<file path="config.mk">
export PLATFORM = sky130hd
export DESIGN_NAME = sprite_blit_engine
export DESIGN_NICKNAME = d
export VERILOG_FILES = /design/src/rtl/sprite_blit_engine.sv
export SDC_FILE = /design/constraint.sdc
export NUM_CORES = 1
export LEC_CHECK = 0
export ABC_AREA = 0
export BUFFER_PORTS_ARGS = -buffer_cell sky130_fd_sc_hd__buf_2
export CAP_MARGIN = 30
export CELL_PAD_IN_SITES_DETAIL_PLACEMENT = 2
export CELL_PAD_IN_SITES_GLOBAL_PLACEMENT = 2
export CORE_MARGIN = 2
export CORE_UTILIZATION = 39
export DETAILED_ROUTE_END_ITERATION = 16
export PLACE_DENSITY = 0.91
export SYNTH_ARGS = -nofsm -noshare
export SYNTH_HDL_FRONTEND = slang
export SYNTH_SLANG_ARGS = --single-unit
</file>
<file path="constraint.sdc">
create_clock -name clk -period 9.3 [get_ports clk]
set_input_delay 2.79 -clock clk [delete_from_list [all_inputs] [get_ports clk]]
set_output_delay 2.79 -clock clk [all_outputs]
set_load 0.02 [all_outputs]
</file>
<file path="src/rtl/sprite_blit_engine.sv">
// rtl/sprite_blit_engine.sv - pitched sprite copy into the frame buffer with flips, colour key and screen clip
module sprite_blit_engine #(
    parameter int SrcAddrWidth = 16,
    parameter int CoordWidth   = 10,
    parameter int PixelWidth   = 16,
    parameter int SrcLatency   = 1,
    parameter int ScreenW      = 640,
    parameter int ScreenH      = 480
) (
    input  logic                    clk,
    input  logic                    reset,
    input  logic [CoordWidth-1:0]   dest_x_start,
    input  logic [CoordWidth-1:0]   dest_x_end,
    input  logic [CoordWidth-1:0]   dest_y_start,
    input  logic [CoordWidth-1:0]   dest_y_end,
    input  logic [SrcAddrWidth-1:0] src_addr_start,
    input  logic [SrcAddrWidth-1:0] src_pitch,
    input  logic                    flip_x,
    input  logic                    flip_y,
    input  logic [PixelWidth-1:0]   key_color,
    input  logic                    key_en,
    input  logic                    execute,
    output logic                    busy,
    output logic                    done,
    output logic [SrcAddrWidth-1:0] src_addr,
    output logic                    src_rd,
    input  logic [PixelWidth-1:0]   src_data,
    output logic [CoordWidth-1:0]   program_x,
    output logic [CoordWidth-1:0]   program_y,
    output logic [PixelWidth-1:0]   program_data,
    output logic                    program_write
);

    typedef enum logic [1:0] {IDLE, RUN, DRAIN, DONE} state_t;

    localparam logic [CoordWidth:0] SCREEN_W = (CoordWidth+1)'(ScreenW);
    localparam logic [CoordWidth:0] SCREEN_H = (CoordWidth+1)'(ScreenH);

    state_t state, state_nxt;

    logic [CoordWidth-1:0]   x_start_q, x_end_q, y_start_q, y_end_q;
    logic [SrcAddrWidth-1:0] pitch_q, row_base;
    logic                    flip_x_q, flip_y_q, key_en_q;
    logic [PixelWidth-1:0]   key_q;
    logic [CoordWidth-1:0]   col, row;
    logic [2:0]              drain_cnt;

    logic [CoordWidth-1:0]   tag_x [SrcLatency];
    logic [CoordWidth-1:0]   tag_y [SrcLatency];
    logic                    tag_v [SrcLatency];

    logic [CoordWidth-1:0]   width, height, dx, dy;
    logic                    last_col, last_row, drain_last, degenerate, issue, abort;

    assign width      = x_end_q - x_start_q;
    assign height     = y_end_q - y_start_q;
    assign last_col   = (col == width - CoordWidth'(1));
    assign last_row   = (row == height - CoordWidth'(1));
    assign drain_last = (drain_cnt == 3'(SrcLatency - 1));
    assign degenerate = (dest_x_end <= dest_x_start) || (dest_y_end <= dest_y_start);
    assign issue      = (state == RUN) && execute;
    assign abort      = ((state == RUN) || (state == DRAIN)) && !execute;
    assign dx = flip_x_q ? (x_end_q - CoordWidth'(1) - col) : (x_start_q + col);
    assign dy = flip_y_q ? (y_end_q - CoordWidth'(1) - row) : (y_start_q + row);

    always_ff @(posedge clk or posedge reset) begin
        if (reset) state <= IDLE;
        else       state <= state_nxt;
    end

    always_comb begin
        state_nxt = state;
        case (state)
            IDLE:    if (execute) state_nxt = degenerate ? DONE : RUN;
            RUN:     if (!execute) state_nxt = IDLE;
                     else if (last_col && last_row) state_nxt = DRAIN;
            DRAIN:   if (!execute) state_nxt = IDLE;
                     else if (drain_last) state_nxt = DONE;
            DONE:    if (!execute) state_nxt = IDLE;
            default: state_nxt = IDLE;
        endcase
    end

    always_comb begin
        busy = (state == RUN) || (state == DRAIN);
        done = (state == DONE);
    end

    // Rows advance by adding the pitch to a running base, so no multiplier is needed.
    always_ff @(posedge clk or posedge reset) begin
        if (reset) begin
            x_start_q <= '0; x_end_q <= '0; y_start_q <= '0; y_end_q <= '0;
            pitch_q   <= '0; row_base <= '0; key_q <= '0;
            flip_x_q  <= 1'b0; flip_y_q <= 1'b0; key_en_q <= 1'b0;
            col       <= '0; row <= '0; drain_cnt <= '0;
            src_addr  <= '0; src_rd <= 1'b0;
        end else begin
            if (state == IDLE) begin
                x_start_q <= dest_x_start; x_end_q <= dest_x_end;
                y_start_q <= dest_y_start; y_end_q <= dest_y_end;
                pitch_q   <= src_pitch;    row_base <= src_addr_start;
                flip_x_q  <= flip_x;       flip_y_q <= flip_y;
                key_q     <= key_color;    key_en_q <= key_en;
                col       <= '0;           row      <= '0;
            end else if (issue) begin
                src_addr <= row_base + SrcAddrWidth'(col);
                if (last_col) begin
                    col      <= '0;
                    row      <= row + CoordWidth'(1);
                    row_base <= row_base + pitch_q;
                end else begin
                    col <= col + CoordWidth'(1);
                end
            end
            src_rd    <= issue;
            drain_cnt <= (state == DRAIN) ? drain_cnt + 3'd1 : 3'd0;
        end
    end

    // Tag delay line: the tail lines up with src_data for the same read.
    always_ff @(posedge clk or posedge reset) begin
        if (reset) begin
            for (int i = 0; i < SrcLatency; i++) begin
                tag_x[i] <= '0; tag_y[i] <= '0; tag_v[i] <= 1'b0;
            end
        end else if (abort) begin
            for (int i = 0; i < SrcLatency; i++) tag_v[i] <= 1'b0;
        end else begin
            tag_x[0] <= dx; tag_y[0] <= dy; tag_v[0] <= issue;
            for (int i = 1; i < SrcLatency; i++) begin
                tag_x[i] <= tag_x[i-1]; tag_y[i] <= tag_y[i-1]; tag_v[i] <= tag_v[i-1];
            end
        end
    end

    always_comb begin
        program_x     = tag_x[SrcLatency-1];
        program_y     = tag_y[SrcLatency-1];
        program_data  = src_data;
        program_write = tag_v[SrcLatency-1] && !(key_en_q && (src_data == key_q))
                        && ({1'b0, program_x} < SCREEN_W) && ({1'b0, program_y} < SCREEN_H);
    end

endmodule

</file>
==> results of run 1 <==
==> flip-flops by register name (all words and copies together), names as in the netlist <==
signal,count
src_rd,1
x_start_q,10
col,10
src_addr,16
row_base,16
state,2
pitch_q,16
y_start_q,10
row,10
program_y,10
key_en_q,1
flip_x_q,1
flip_y_q,1
drain_cnt,3
y_end_q,10
key_q,16
x_end_q,10
program_x,10
==> cell type report <==
type                       count  share of cell area [%]
sequential                   153                    31.4
inverter                      92                    2.87
timing repair buffer         169                    7.01
tap                          341                    3.50
clock inverter                12                    1.16
multi-input combinational    840                    50.4
clock buffer                  20                    3.66
==> critical path: stages <==
cell	delay [ns]
buf_2	0.11
xnor2_1	0.16
nand4_1	0.16
nor4_1	0.29
a31oi_1	0.11
buf_2	0.16
==> metal layers <==
| metal | GRT usage, % | wire length, microns | vias up |
|---|---|---|---|
| met5 | 0 | 11 | - |
| met4 | 11.4 | 1420 | 2 |
| met3 | 4.23 | 1470 | 83 |
| met2 | 49.6 | 19500 | 243 |
| met1 | 32.6 | 15700 | 4595 |
| li1 | - | - | 4201 |
==> power by group through the flow <==
stage / combinational (W) / clock (W) / sequential (W)
6_report: 0.00280 / 0.000727 / 0.00129
5_1_grt: 0.00309 / 0.000764 / 0.00132
2_1_floorplan: 0.00193 / 0 / 0.00124
4_1_cts: 0.00281 / 0.000740 / 0.00129
3_5_place_dp: 0.00269 / 0 / 0.00129
3_3_place_gp: 0.00247 / 0 / 0.00125
==> logic make-up (layout without fill, tap and decap cells) <==
logic type,count (synthesis),in the layout,share of synthesized area [%]
muxes,64,64,6.71
and+or+nand+nor,273,273,12.0
AOI/OAI and AO/OA,272,272,15.4
adders and majority gates,115,115,14.2
buffers and inverters,141,293,5.72
DFF,153,153,36.2
xor gates and xnor gates,116,116,9.77
==> cells in the mapped netlist (all sizes together), types with 2 or more instances <==
cell     number
o21a         10
nand2        88
and2          3
o211ai        5
xor2         38
a2111oi       4
dfrtp       153
or2           3
nor3         23
mux2i         9
nor2b        18
o41ai         5
o21bai       10
and3          4
nand2b        6
clkbuf       30
fa            8
a21o         21
nor4          9
a21oi        75
nor3b         2
o31ai         7
nand3        17
o31a          4
nor2         81
ha          107
xnor2        77
o21ai       102
a31oi         5
nand3b        2
a211oi       12
inv          92
or4           3
nand4        10
mux2         55
buf          19
==> stage by stage <==
stage | utilization (%) | total power [W] | instances | hold slack (ns) | setup WS (ns)
after detailed placement | 43.3 | 0.00397 | 1594 | 0.476 | 2.69
after global routing | 45.5 | 0.00518 | 1627 | 0.525 | 2.60
after CTS | 45.5 | 0.00484 | 1626 | 0.496 | 2.68
after global placement | 43.3 | 0.00373 | 1594 | 0.454 | 2.71
final | 45.5 | 0.00482 | 1627 | 0.490 | 2.72
after floorplan | - | 0.00316 | 1134 | 0.431 | 2.39
==> how the worst max path moves through the flow <==
stage / end / startpoint
after global placement: program_write / src_data[13]
after detailed placement: program_write / src_data[3]
after CTS: program_write / src_data[3]
after floorplan: col[0] / reset
final: program_write / src_data[3]
after global routing: program_write / src_data[8]
==> flow_summary.yaml, run 1 <==
outcome:
  status: "finished, final reports clean"
clock_network:
  clock-sinks: 153
  clkTransAtPathRegs_ns: 0.07
  post_cts_buffers: 0
  cts_root_buffer: "clkbuf_16"
  cts_buffers: 17
  clk_latency_ns: 0.44
  clock_path_buffers: 2
  hold_buffers: 0
  h-tree-depth: 4
  cts_resized: 0
  cts_tree: "done"
min_path:
  hold-path-endpoint: "src_addr[5]"
  hold_depth: 2
  hp-start: "src_addr[5]"
  hold_class: "reg2reg"
global_routing:
  gr-total-overflow: 0
  grt_pass1_vias: 10600
  grt_usage_pct: 27.5
  grt_pass1_wl_microns: 60300
  antenna_found_initial: 1
  grt_start_max_net_pins: 87
critical_path:
  reg2reg_to: "row[5]"
  crit_fanout: 2
  end_kind: "output port"
  path_class: "in2out"
  ff2ff_path_depth: 11
  cp_data_required_time_ns: 6.51
  start_kind: "input pin"
  r2r-start: "x_start_q[1]"
  critPathArrivalTime_ns: 3.79
  r2r_setup_slack_ns: 5.21
logic_synthesis:
  yosys.area.top_type_share_pct: 36.2
  syn_area_sq_um: 10600
  synth_area_leaders: "dfrtp_1 36%, ha_1 13%, xnor2_1 6.4%"
  synth_flop_cell: "dfrtp_1"
  async_flop_share_pct: 100
  synth_cells: 1134
  synth_enable_flop_cells: 0
  syn_avg_cell_area_sq_um: 9.32
  ys_ff_latch: 153
  ys_warn_count: 0
  synth.distinct_cells: 59
  syn_nets: 1359
  yosys.area.top_type: "dfrtp_1"
  seq_area_frac_synth_pct: 36.2
die:
  fp.dieW_microns: 169
  rows: 60
  ios: 166
  start_util_pct: 39.4
  coreArea_sq_um: 26800
  die_area_sq_um: 28400
  die_h_microns: 169
cells_and_area:
  layout_commonest_cell: "buf_2"
  syn_to_final_growth_pct: 15.5
  stdcell_area_sq_um: 12200
  finalNetCount: 1498
  final_cell_mix: "165 x buf_2, 153 x dfrtp_1, 106 x ha_1"
  multi_input_area_sq_um: 6150
  antennaDiodeCount: 0
  fillerInstances: 2925
  drive_gt1_share_pct: 20.6
  regArea_sq_um: 3830
timing:
  rsz0062_at_grt: "no"
  fin_crit_sh_pct: 70.7
  setup_viol: 0
  timing.slew.headroom_pct: 38.4
  fin_worst_skew_ns: 0.0135
  worst_slew_pin_slew_ns: 0.923
  tns_ns: 0
  drv_slew: 0
  final_hold_viol_count: 0
  period_needed_ns: 6.58
  fmax_ghz: 0.152
power:
  pwr-share-seq_pct: 26.7
  switchingPower_w: 0.00227
  pwr-share-comb_pct: 58.2
  sw_frac_of_total_pct: 47.1
  powerDensity_nw_per_um2: 395
  internal_power_w: 0.00255
  power.leakage_nw: 5.71
  ir_drop_mv: 0.154
  clkPwrFrac_pct: 15.1
routing:
  route.detailed.wl_per_inst_microns: 23.4
  vias_per_cell: 5.61
  via_count: 9124
  dr.first_iter.drc_count: 478
  ant_nets: 0
  drt_pass1_iterations: 4
  routed_wl_microns: 38100
  drc: 0
placement:
  gp_congestion: 0.856
  numPortBuffers: 165
  hpwl_microns: 27500
  placed_area_sq_um: 11600
flow_run:
  maxCapViolations: 0
Note: power is estimated with default switching activity, not from simulation.
==> inputs of run 2 (changes only) <==
Settings changed: CORE_UTILIZATION 39 to 36, PLACE_DENSITY 0.91 to 0.86.
Clock period 9.3 ns to 6.68 ns, I/O delays scaled along.
==> run 2 against run 1 <==
  * Die area is 8.1% higher
  * Global-route usage is 4.1 points lower
  * Sequential power is 37% higher
  * Non-clock buffer count is 1 higher
  * Final area is 0.34% higher
  * Critical path type unchanged
  * Critical endpoint unchanged
  * Largest cell class unchanged
==> flow_summary.yaml, run 2 (synthesized netlist as in run 1, its figures left out) <==
outcome:
  status: "finished, final reports clean"
timing:
  rsz0062_at_grt: "no"
  worst_slew_pin_slew_ns: 0.827
  timing.slew.headroom_pct: 44.9
  fin_crit_sh_pct: 75.8
  fin_worst_skew_ns: 0.00924
  hold_ws_ns: 0.479
  period_needed_ns: 5.06
  drv_slew: 0
  tns_ns: 0
  setup_viol: 0
  final_hold_viol_count: 0
  fmax_ghz: 0.197
die:
  coreArea_sq_um: 28800
  start_util_pct: 36.7
  die_area_sq_um: 30700
  ios: 166
  rows: 62
  fp.dieW_microns: 175
  die_h_microns: 175
routing:
  route.detailed.wl_per_inst_microns: 20.9
  drc: 0
  routed_wl_microns: 34900
  via_count: 8973
  vias_per_cell: 5.38
  drt_pass1_iterations: 4
  dr.first_iter.drc_count: 432
  ant_nets: 0
global_routing:
  grt_start_max_net_pins: 86
  antenna_found_initial: 1
  grt_pass1_wl_microns: 56200
  grt_pass1_vias: 10200
  grt_usage_pct: 23.4
  gr-total-overflow: 0
clock_network:
  cts_root_buffer: "clkbuf_16"
  clock-sinks: 153
  clk_latency_ns: 0.44
  hold_buffers: 0
  cts_buffers: 17
  post_cts_buffers: 0
  cts_resized: 0
  cts_tree: "done"
  h-tree-depth: 4
  clock_path_buffers: 2
  clkTransAtPathRegs_ns: 0.06
cells_and_area:
  stdcell_count: 1669
  finalNetCount: 1499
  antennaDiodeCount: 0
  fin_util_pct: 42.5
  final_cell_mix: "165 x buf_2, 153 x dfrtp_1, 106 x ha_1"
  syn_to_final_growth_pct: 15.9
  fillerInstances: 3169
  multi_input_area_sq_um: 6150
  regArea_sq_um: 3830
  drive_gt1_share_pct: 20.5
  layout_commonest_cell: "buf_2"
critical_path:
  slowest_stage: "nor4_1"
  reg2reg_to: "row[7]"
  r2r_setup_slack_ns: 2.74
  timing.critical_path.mode_cell: "buf_2"
  ff2ff_path_depth: 11
  start_kind: "input pin"
  worst-path-buf-inv: 2
  slowest_delay_ns: 0.34
  critPathArrivalTime_ns: 3.06
  path_class: "in2out"
  end_kind: "output port"
  crit_chain: "buf_2 -> xnor2_1 -> nand4_1 -> nor4_1 -> a31oi_1 -> buf_2"
  crit_fanout: 2
  r2r-start: "x_start_q[1]"
  crit_path_start: "src_data[7]"
  critPathTopFamily: "simple AND/OR/NAND/NOR gates"
  cp_data_required_time_ns: 4.68
placement:
  gp_congestion: 0.819
  place_inst: 1638
  numPortBuffers: 165
  hpwl_microns: 25700
flow_run:
  maxCapViolations: 0
min_path:
  hold_depth: 2
  hp-start: "program_x[0]"
  hold-path-endpoint: "program_x[0]"
  hold_class: "reg2reg"
power:
  power.total_w: 0.00655
  powerDensity_nw_per_um2: 535
  power.leakage_nw: 5.70
  ir_drop_mv: 0.183
[run 2: routing by layer]
layer,vias to the layer above,track usage (%),routed length (microns)
li1,4196,-,-
met1,4509,28.1,14900
met2,208,41.9,17600
met3,58,4.09,1300
met4,2,8.06,1110
met5,-,0,12
[run 2: worst max-delay path by stage]
stage,end,cells after the start
after floorplan,col[0],1
after global routing,program_write,6
after detailed placement,program_write,6
final,program_write,6
after global placement,program_write,6
after CTS,program_write,6
[run 2: where the power goes]
group	leakage [nW]	internal, W	switching [W]	total, W
Clock	0.265	0.000557	0.000422	0.000979
Sequential	1.87	0.00134	0.000432	0.00177
Combinational	3.56	0.00163	0.00217	0.00380
Total	5.70	0.00353	0.00302	0.00655
[run 2: final cells by class]
type	count	area share (%)
Clock buffer	20	3.65
Clock inverter	10	0.991
Inverter	92	2.86
Multi-Input combinational cell	840	50.3
Sequential cell	153	31.3
Tap cell	384	3.92
Timing Repair Buffer	170	7.05
[run 2: worst register-to-register path, cell delays in order (launching register included)]
cell       delay (ns)
dfrtp_1          0.43
inv_1            0.14
ha_1             0.34
a211oi_1         0.26
o21bai_1         0.14
a2111oi_1        0.58
o211ai_1         0.14
o31a_1           0.17
or4_4            0.81
nor4_1           0.51
xnor2_1          0.19
nor2_1           0.07
[run 2: per-stage QoR]
stage                     cell area, sq um  setup WS, ns
after floorplan                      10600         0.555
final                                12200          1.62
after global placement               11700          1.56
after global routing                 12200          1.48
after detailed placement             11700          1.58
after CTS                            12200          1.58
==> inputs of run 3 (changes only) <==
Settings changed: CORE_UTILIZATION 36 to 32, PLACE_DENSITY 0.86 to 0.81.
Clock period 6.68 ns to 4.5 ns, I/O delays scaled along.
==> run 3 against run 2 <==
  * Worst setup slack worse by 0.85 ns
  * Final area up 0.84%
  * Combinational power increased by 44%
  * Clock power up 49%
  * Register-to-register slack got worse by 2.0 ns
  * Hold slack about the same
  * Total power up 46%
  * Count of clock-buffer cells in the layout down 2
  * Global-route usage decreased by 3.3 points
  * Sequential power rose by 48%
  * Critical path type is now reg2reg
  * Critical endpoint is now row[7]
==> flow_summary.yaml, run 3 (synthesized netlist as in run 1, its figures left out) <==
global_routing:
  gr-total-overflow: 0
  grt.met2_usage_pct: 35.1
  gr-max-usage-layer: "met2"
  grt_pass1_vias: 9741
  grt_pass1_wl_microns: 53100
  use_met3_pct: 3.35
  antenna_found_initial: 0
  grt_start_max_net_pins: 99
  grt_usage_pct: 20.0
  grt_util_met1_pct: 25.2
die:
  coreArea_sq_um: 32500
  start_util_pct: 32.5
  fp.dieW_microns: 186
  rows: 66
  ios: 166
  die_area_sq_um: 34500
  die_h_microns: 186
clock_network:
  cts_buffers: 17
  hold_buffers: 0
  post_cts_buffers: 0
  clock_path_buffers: 2
  clock-sinks: 153
  cts_tree: "done"
  clk_latency_ns: 0.46
  clkTransAtPathRegs_ns: 0.08
  cts_root_buffer: "clkbuf_16"
  h-tree-depth: 4
  cts_resized: 0
cells_and_area:
  layout_commonest_cell: "buf_2"
  final_cell_mix: "165 x buf_2, 153 x dfrtp_1, 106 x ha_1"
  fillerInstances: 3704
  syn_to_final_growth_pct: 16.8
  antennaDiodeCount: 0
  drive_gt1_share_pct: 20.9
  finalNetCount: 1501
timing:
  setup_viol: 0
  tns_ns: 0
  fin_ws_ns: 0.763
  timing.slew.headroom_pct: 42.8
  fin_worst_skew_ns: 0.0166
  worst_slew_pin_slew_ns: 0.858
  fmax_ghz: 0.268
  fin_crit_sh_pct: 83.0
  rsz0062_at_grt: "no"
  final_hold_viol_count: 0
  period_needed_ns: 3.74
  drv_slew: 0
routing:
  drt_pass1_iterations: 4
  ant_nets: 0
  vias_per_cell: 5.04
  routed_wl_microns: 33100
  dr.first_iter.drc_count: 276
  drc: 0
  via_count: 8720
  route.detailed.wl_per_inst_microns: 19.1
flow_run:
  maxCapViolations: 0
critical_path:
  r2r_setup_slack_ns: 0.76
  cp_data_required_time_ns: 4.81
  crit_fanout: 42
  crit_path_start: "x_start_q[1]"
  path_class: "reg2reg"
  critPathArrivalTime_ns: 4.05
  start_kind: "flip-flop"
  end_kind: "flip-flop"
  r2r-start: "x_start_q[1]"
outcome:
  status: "finished, final reports clean"
placement:
  dp_slack_ns: 0.752
  gp_congestion: 0.842
  hpwl_microns: 25800
  numPortBuffers: 165
power:
  ir_drop_mv: 0.345
  powerDensity_nw_per_um2: 772
  power.leakage_nw: 5.72
min_path:
  hp-start: "drain_cnt[0]"
  hold_class: "reg2reg"
[run 3: cell count changes in the layout (fill, tap and decap cells not counted), sizes merged]
cell	previous run	this run
buf	170	172
bufinv	2	1
clkbuf	20	18
clkinv	3	5
clkinvlp	4	3
inv	93	97
[run 3: metrics by stage]
stage               util, %  hold WS [ns]  std cells  power (W)  area [sq um]
finish                 37.9         0.479       1731    0.00954         12300
global route           37.9         0.507       1731     0.0104         12300
CTS                    37.9         0.486       1731    0.00965         12300
detailed placement     36.2         0.472       1699    0.00806         11800
global placement       36.2         0.447       1699    0.00777         11800
floorplan                 -         0.431       1134    0.00654         10600
[run 3: path summary, 6_finish.rpt]
check | end | cells after the start
setup / recovery | row[7] | 11
hold / removal | drain_cnt[0] | 1
setup reg to reg | row[7] | 11
hold reg to reg | drain_cnt[0] | 1
max in group asynchronous | row_base[9] | 3
min in group asynchronous | key_q[15] | 2
[run 3: critical path: stages, from the launching register on]
cell and delay (ns):
dfrtp_1 0.42, inv_1 0.13, ha_1 0.33, a211oi_1 0.29, o21bai_1 0.14, a2111oi_1 0.49, o211ai_1 0.13, o31a_1 0.15
or4_4 0.79, nor4_1 0.45, xnor2_1 0.18, nor2_1 0.06
[run 3: power by group]
| part | switching (W) | internal (W) | leakage [nW] |
|---|---|---|---|
| Clock | 0.000671 | 0.000788 | 0.279 |
| Sequential | 0.000628 | 0.00199 | 1.87 |
| Combinational | 0.00305 | 0.00240 | 3.57 |
[run 3: metal layers]
layer	wire, microns	part of all wire (%)	up-vias
met5	0	0	-
met4	642	1.9	0
li1	-	-	4211
met3	1270	3.8	35
met2	16200	49	163
met1	15000	45	4311
[run 3: area by class of cell]
type / count / area (sq um) / share of cell area, %
sequential: 153 / 3830 / 31.0
clock buffer: 18 / 439 / 3.56
multi-input combinational: 840 / 6150 / 49.8
timing repair buffer: 172 / 891 / 7.22
clock inverter: 14 / 138 / 1.11
tap: 442 / 553 / 4.48
inverter: 92 / 349 / 2.83
